===== src/rtl/mem_arb_pkg.sv =====
// Shared types and address helpers for the fetch/data SRAM port arbiter.
package mem_arb_pkg;

  typedef enum logic {OWNER_INSTR = 1'b0, OWNER_DATA = 1'b1} owner_e;

  typedef struct packed {
    logic   valid;
    owner_e owner;
    logic   err;
  } rsp_tag_t;

  localparam int unsigned STARVE_W = 4;

  // 33-bit arithmetic so an address just below 2^32 can never wrap into range.
  function automatic logic in_range(input logic [31:0] addr, input logic [31:0] base,
                                    input int unsigned aw);
    logic [32:0] off;
    logic [32:0] size;
    off  = {1'b0, addr} - {1'b0, base};
    size = 33'd4 << aw;
    return (addr >= base) && (off < size);
  endfunction

  function automatic logic [31:0] word_offset(input logic [31:0] addr, input logic [31:0] base);
    return (addr - base) >> 2;
  endfunction

endpackage


===== src/rtl/mem_rsp_pipe.sv =====
// Fixed-latency tag pipeline; the last stage marks which port owns the SRAM read data.
module mem_rsp_pipe
  import mem_arb_pkg::*;
#(
  parameter int unsigned MEM_LATENCY = 1
) (
  input  logic     clk_i,
  input  logic     rst_i,
  input  rsp_tag_t tag_in,
  output rsp_tag_t tag_out
);

  rsp_tag_t [MEM_LATENCY-1:0] stage_q;

  always_ff @(posedge clk_i or posedge rst_i) begin
    if (rst_i) begin
      stage_q <= '0;
    end else begin
      stage_q[0] <= tag_in;
      for (int i = 1; i < MEM_LATENCY; i++) stage_q[i] <= stage_q[i-1];
    end
  end

  assign tag_out = stage_q[MEM_LATENCY-1];

endmodule


===== src/rtl/mem_port_arbiter.sv =====
// Shares one single-port SRAM between the core fetch and data ports (data priority,
// fetch starvation guard, fixed-latency response routing).
module mem_port_arbiter
  import mem_arb_pkg::*;
#(
  parameter logic [31:0] BASE_ADDR    = 32'h0000_0000,
  parameter int unsigned MEM_AW       = 14,
  parameter int unsigned MEM_LATENCY  = 1,
  parameter int unsigned STARVE_LIMIT = 4
) (
  input  logic              clk_i,
  input  logic              rst_i,
  input  logic              instr_req_i,
  output logic              instr_gnt_o,
  output logic              instr_rvalid_o,
  input  logic [31:0]       instr_addr_i,
  output logic [31:0]       instr_rdata_o,
  input  logic              data_req_i,
  output logic              data_gnt_o,
  output logic              data_rvalid_o,
  input  logic              data_we_i,
  input  logic [3:0]        data_be_i,
  input  logic [31:0]       data_addr_i,
  input  logic [31:0]       data_wdata_i,
  output logic [31:0]       data_rdata_o,
  output logic              data_err_o,
  output logic              mem_req_o,
  output logic              mem_we_o,
  output logic [3:0]        mem_be_o,
  output logic [MEM_AW-1:0] mem_addr_o,
  output logic [31:0]       mem_wdata_o,
  input  logic [31:0]       mem_rdata_i
);

  localparam logic [STARVE_W-1:0] LIMIT = STARVE_W'(STARVE_LIMIT);

  logic [STARVE_W-1:0] starve_cnt;
  logic                gnt_i, gnt_d, any_gnt, sel_ok;
  logic [31:0]         sel_addr;
  rsp_tag_t            tag_in, tag_out;

  // Grants are gated by reset so nothing is accepted while rst_i is high.
  always_comb begin
    gnt_d    = data_req_i && !(instr_req_i && (starve_cnt >= LIMIT)) && !rst_i;
    gnt_i    = instr_req_i && !gnt_d && !rst_i;
    any_gnt  = gnt_i || gnt_d;
    sel_addr = gnt_d ? data_addr_i : instr_addr_i;
    sel_ok   = in_range(sel_addr, BASE_ADDR, MEM_AW);
  end

  assign instr_gnt_o = gnt_i;
  assign data_gnt_o  = gnt_d;

  assign mem_req_o   = any_gnt && sel_ok;
  assign mem_we_o    = gnt_d && data_we_i;
  assign mem_be_o    = gnt_d ? data_be_i : 4'hF;
  assign mem_addr_o  = MEM_AW'(word_offset(sel_addr, BASE_ADDR));
  assign mem_wdata_o = data_wdata_i;

  always_ff @(posedge clk_i or posedge rst_i) begin
    if (rst_i) begin
      starve_cnt <= '0;
    end else if (instr_req_i && !gnt_i) begin
      if (starve_cnt != '1) starve_cnt <= starve_cnt + 1'b1;
    end else begin
      starve_cnt <= '0;
    end
  end

  always_comb begin
    tag_in       = '0;
    tag_in.valid = any_gnt;
    tag_in.owner = gnt_d ? OWNER_DATA : OWNER_INSTR;
    tag_in.err   = any_gnt && !sel_ok;
  end

  mem_rsp_pipe #(.MEM_LATENCY(MEM_LATENCY)) u_rsp_pipe (
    .clk_i   (clk_i),
    .rst_i   (rst_i),
    .tag_in  (tag_in),
    .tag_out (tag_out)
  );

  // Out-of-range responses return zero data; a fetch sees it as an illegal instruction.
  assign instr_rvalid_o = tag_out.valid && (tag_out.owner == OWNER_INSTR);
  assign data_rvalid_o  = tag_out.valid && (tag_out.owner == OWNER_DATA);
  assign data_err_o     = data_rvalid_o && tag_out.err;
  assign instr_rdata_o  = tag_out.err ? 32'h0 : mem_rdata_i;
  assign data_rdata_o   = tag_out.err ? 32'h0 : mem_rdata_i;

endmodule


===== config.mk =====
export PLATFORM = sky130hd
export DESIGN_NAME = mem_port_arbiter
export DESIGN_NICKNAME = d
export VERILOG_FILES = /design/src/rtl/mem_arb_pkg.sv /design/src/rtl/mem_rsp_pipe.sv /design/src/rtl/mem_port_arbiter.sv
export SDC_FILE = /design/constraint.sdc
export NUM_CORES = 1
export LEC_CHECK = 0
export CAP_MARGIN = 20
export CORE_AREA = 4 4 97 99
export CTS_CLUSTER_DIAMETER = 200
export DETAILED_ROUTE_END_ITERATION = 10
export DIE_AREA = 0 0 101 103
export MAX_ROUTING_LAYER = met4
export PLACE_DENSITY = 0.74
export SLEW_MARGIN = 5
export SYNTH_ARGS = -nofsm -noshare
export SYNTH_HDL_FRONTEND = slang
export SYNTH_SLANG_ARGS = --single-unit

===== constraint.sdc =====
create_clock -name clk_i -period 2.1 [get_ports clk_i]
set_input_delay 0.315 -clock clk_i [delete_from_list [all_inputs] [get_ports clk_i]]
set_output_delay 0.315 -clock clk_i [all_outputs]
set_load 0.005 [all_outputs]

==> flow_summary.ini <==
[critical_path]
r2r_slack_ns = 0.65
cp.required_ns = 1.78
path_class = in2out
reg2reg_depth = 7
cp_max_fo = 15
crit_arrival_ns = 1.71
crit-reg2reg-launch = starve_cnt[3]
start_kind = input pin
endpoint_kind = output port
rr_endpoint = starve_cnt[3]

[sta]
layout_setup_ws_ns = 0.0765
fin_skew_ns = 0.00148
relSlewSlack = 0.786
period_share = 0.964
hold-worst-slack_ns = 0.426
rsz0062_at_grt = no
worstMarginPinSlew_ns = 0.319
max_clock_freq_ghz = 0.494
finalSetupViolCount = 0
period_needed_ns = 2.02
drv_slew = 0
hold_violations = 0

[floorplanning]
num_io_pins = 258
fp.dieW_um = 101
start_util = 0.154
num_rows = 34
core_mm2 = 0.00855
die_y_um = 103
die-area_mm2 = 0.0104

[cells_and_area]
regArea_um2 = 176
final_util = 0.352
multi_input_area_um2 = 631
drive_gt1_frac = 0.0675
fin_nets = 465
syn_to_final_growth_pct = 129
antennaDiodeCount = 0
fillers = 876

[run_status]
outcome = finished clean

[drt]
remaining_drc_errors = 0
vias_per_cell = 3.82
dr.pass1.iters = 4
wl_per_cell_um = 12.8
routed_wirelength_mm = 5.57
via_count = 1660
drtAntennaViolNets = 0
drt_iter0_drc = 48

[logic_synthesis]
seq_area_frac_synth = 0.133
synth_cells = 194
ys_ff_latch = 7
ys_types = 27
netlist_area_mm2 = 0.00132
syn_nets = 332
yosys_warnings = 0
synth.avg_cell_area_um2 = 6.78

[placed_design]
dp_slack_ns = -0.350
portBuffers = 189
dp.final_hpwl_mm = 5.04
gp_congestion = 0.726

[clock_tree]
clk_path_buf_depth = 2
htree_num_levels = 1
cts_tree = yes
insertion_delay_ns = 0.23
clkTransAtPathRegs_ns = 0.04
cts_root_buf = clkbuf_8
cts-buffers-inserted = 3
clock-sinks = 7

[pwr]
powerDensity_mw_per_mm2 = 292
vdd_drop_max_mv = 0.252
p_leak_uw = 0.00130

[flow_run]
cap_violations = 0

[grt]
track_usage = 0.0943
grt_pass1_vias = 1609
grt_max_degree = 34
antenna_found_initial = 0
grt_remaining_overflow = 0
grt_pass1_wl_mm = 7.58

[min_path]
hold_class = in2async
sequential cells by signal, summed over array words and instances, names as in the netlist:
name and flops:
starve_cnt 4, u_rsp_pipe.tag_out 3
timing repair:
| item | 4_1_cts | 5_1_grt |
|---|---|---|
| endpoints found under the setup margin | 21 | 9 |
| gates resized for setup | 22 | 10 |
| buffers inserted | 3 | 0 |
| gates cloned | 0 | 0 |
| hold buffers | 0 | 0 |
| pin swaps | 6 | 0 |
report_power, final:
part           leakage [µW]  switching [µW]  internal (µW)
combinational       0.00119             158            384
sequential        0.0000903            6.14            142
clock             0.0000228            57.8            131
worst max path at each step:
stage                          to  slack, ns  cells after the start        startpoint
finish                mem_be_o[1]       0.08                      7             rst_i
global route          mem_be_o[2]       0.01                      7             rst_i
CTS                 mem_addr_o[5]      0.009                      7     starve_cnt[2]
detailed placement      mem_req_o      -0.35                      6  instr_addr_i[20]
global placement        mem_req_o      -0.33                      6  instr_addr_i[20]
floorplan               mem_req_o       0.65                      4     starve_cnt[2]
final cells by class:
class                   instances  area share
clock buffers                   4      0.0150
inverters                       3     0.00458
multi-input cells             114       0.210
flip-flops and latches          7      0.0587
well taps                     108      0.0449
repair buffers                198       0.667
worst max-delay path, stage by stage:
cell and delay (ns):
clkdlybuf4s50_1 0.49, inv_2 0.06, nand3_4 0.08, inv_4 0.05
buf_12 0.14, nand2b_1 0.07, clkdlybuf4s50_1 0.50
layout by cell type, fill, tap and decap left out, drive strengths merged:
master and count:
nor2 6, mux2i 1, nor2b 33, and2 3, dlymetal6s2s 9, dfrtp 7
clkbuf 4, and3 1, o21ai 3, nor3b 1, xnor2 1, nand4 2
nand2 43, nor3 2, mux2 1, nor4 8, ha 1, nand3 3
inv 3, a31oi 1, nand2b 4, dlygate4sd2 9, clkdlybuf4s50 170, buf 10
cell usage after synthesis (all sizes together):
| library cell | instances | area share |
|---|---|---|
| mux2i | 1 | 0.0076 |
| and3 | 1 | 0.0048 |
| nand4 | 2 | 0.0095 |
| dfrtp | 7 | 0.13 |
| and2 | 3 | 0.016 |
| buf | 67 | 0.38 |
| mux2 | 1 | 0.011 |
| clkbuf | 3 | 0.0086 |
| o21ai | 3 | 0.014 |
| ha | 1 | 0.0095 |
| nor4 | 8 | 0.038 |
| xnor2 | 1 | 0.0067 |
| nand3 | 3 | 0.021 |
| nor3b | 1 | 0.0057 |
| inv | 3 | 0.0086 |
| nand2 | 43 | 0.12 |
| a31oi | 1 | 0.0048 |
| nor3 | 2 | 0.0076 |
| nand2b | 4 | 0.019 |
| nor2 | 6 | 0.017 |
| nor2b | 33 | 0.16 |
per-stage QoR:
stage	power, µW	std cells	TNS, ns	instance area [µm²]
floorplan	367	194	0	1320
global placement	699	427	-1.90	2910
detailed placement	706	427	-2.19	2910
CTS	901	434	0	2980
global route	934	434	0	3010
finish	879	434	0	3010
routing by layer:
metal / vias up / GRT usage / wire length, µm / part of all wire
met2: 145 / 0.175 / 2760 / 0.50
met4: 0 / 0.0276 / 51 / 0.0092
met1: 699 / 0.0940 / 1860 / 0.33
li1: 812 / - / - / -
met3: 4 / 0.0318 / 893 / 0.16
met5: - / - / 0 / 0
cell families (layout without fill, tap and decap cells):
group,Yosys count,after routing,synth area share
and+or+nand+nor,106,106,0.419
buffers and inverters,73,205,0.394
DFF,7,7,0.133
AOI/OAI and AO/OA,4,4,0.0190
muxes,2,2,0.0190
adders and majority gates,1,1,0.00951
xor gates and xnor gates,1,1,0.00666
Power figures use the tool's default switching activity.
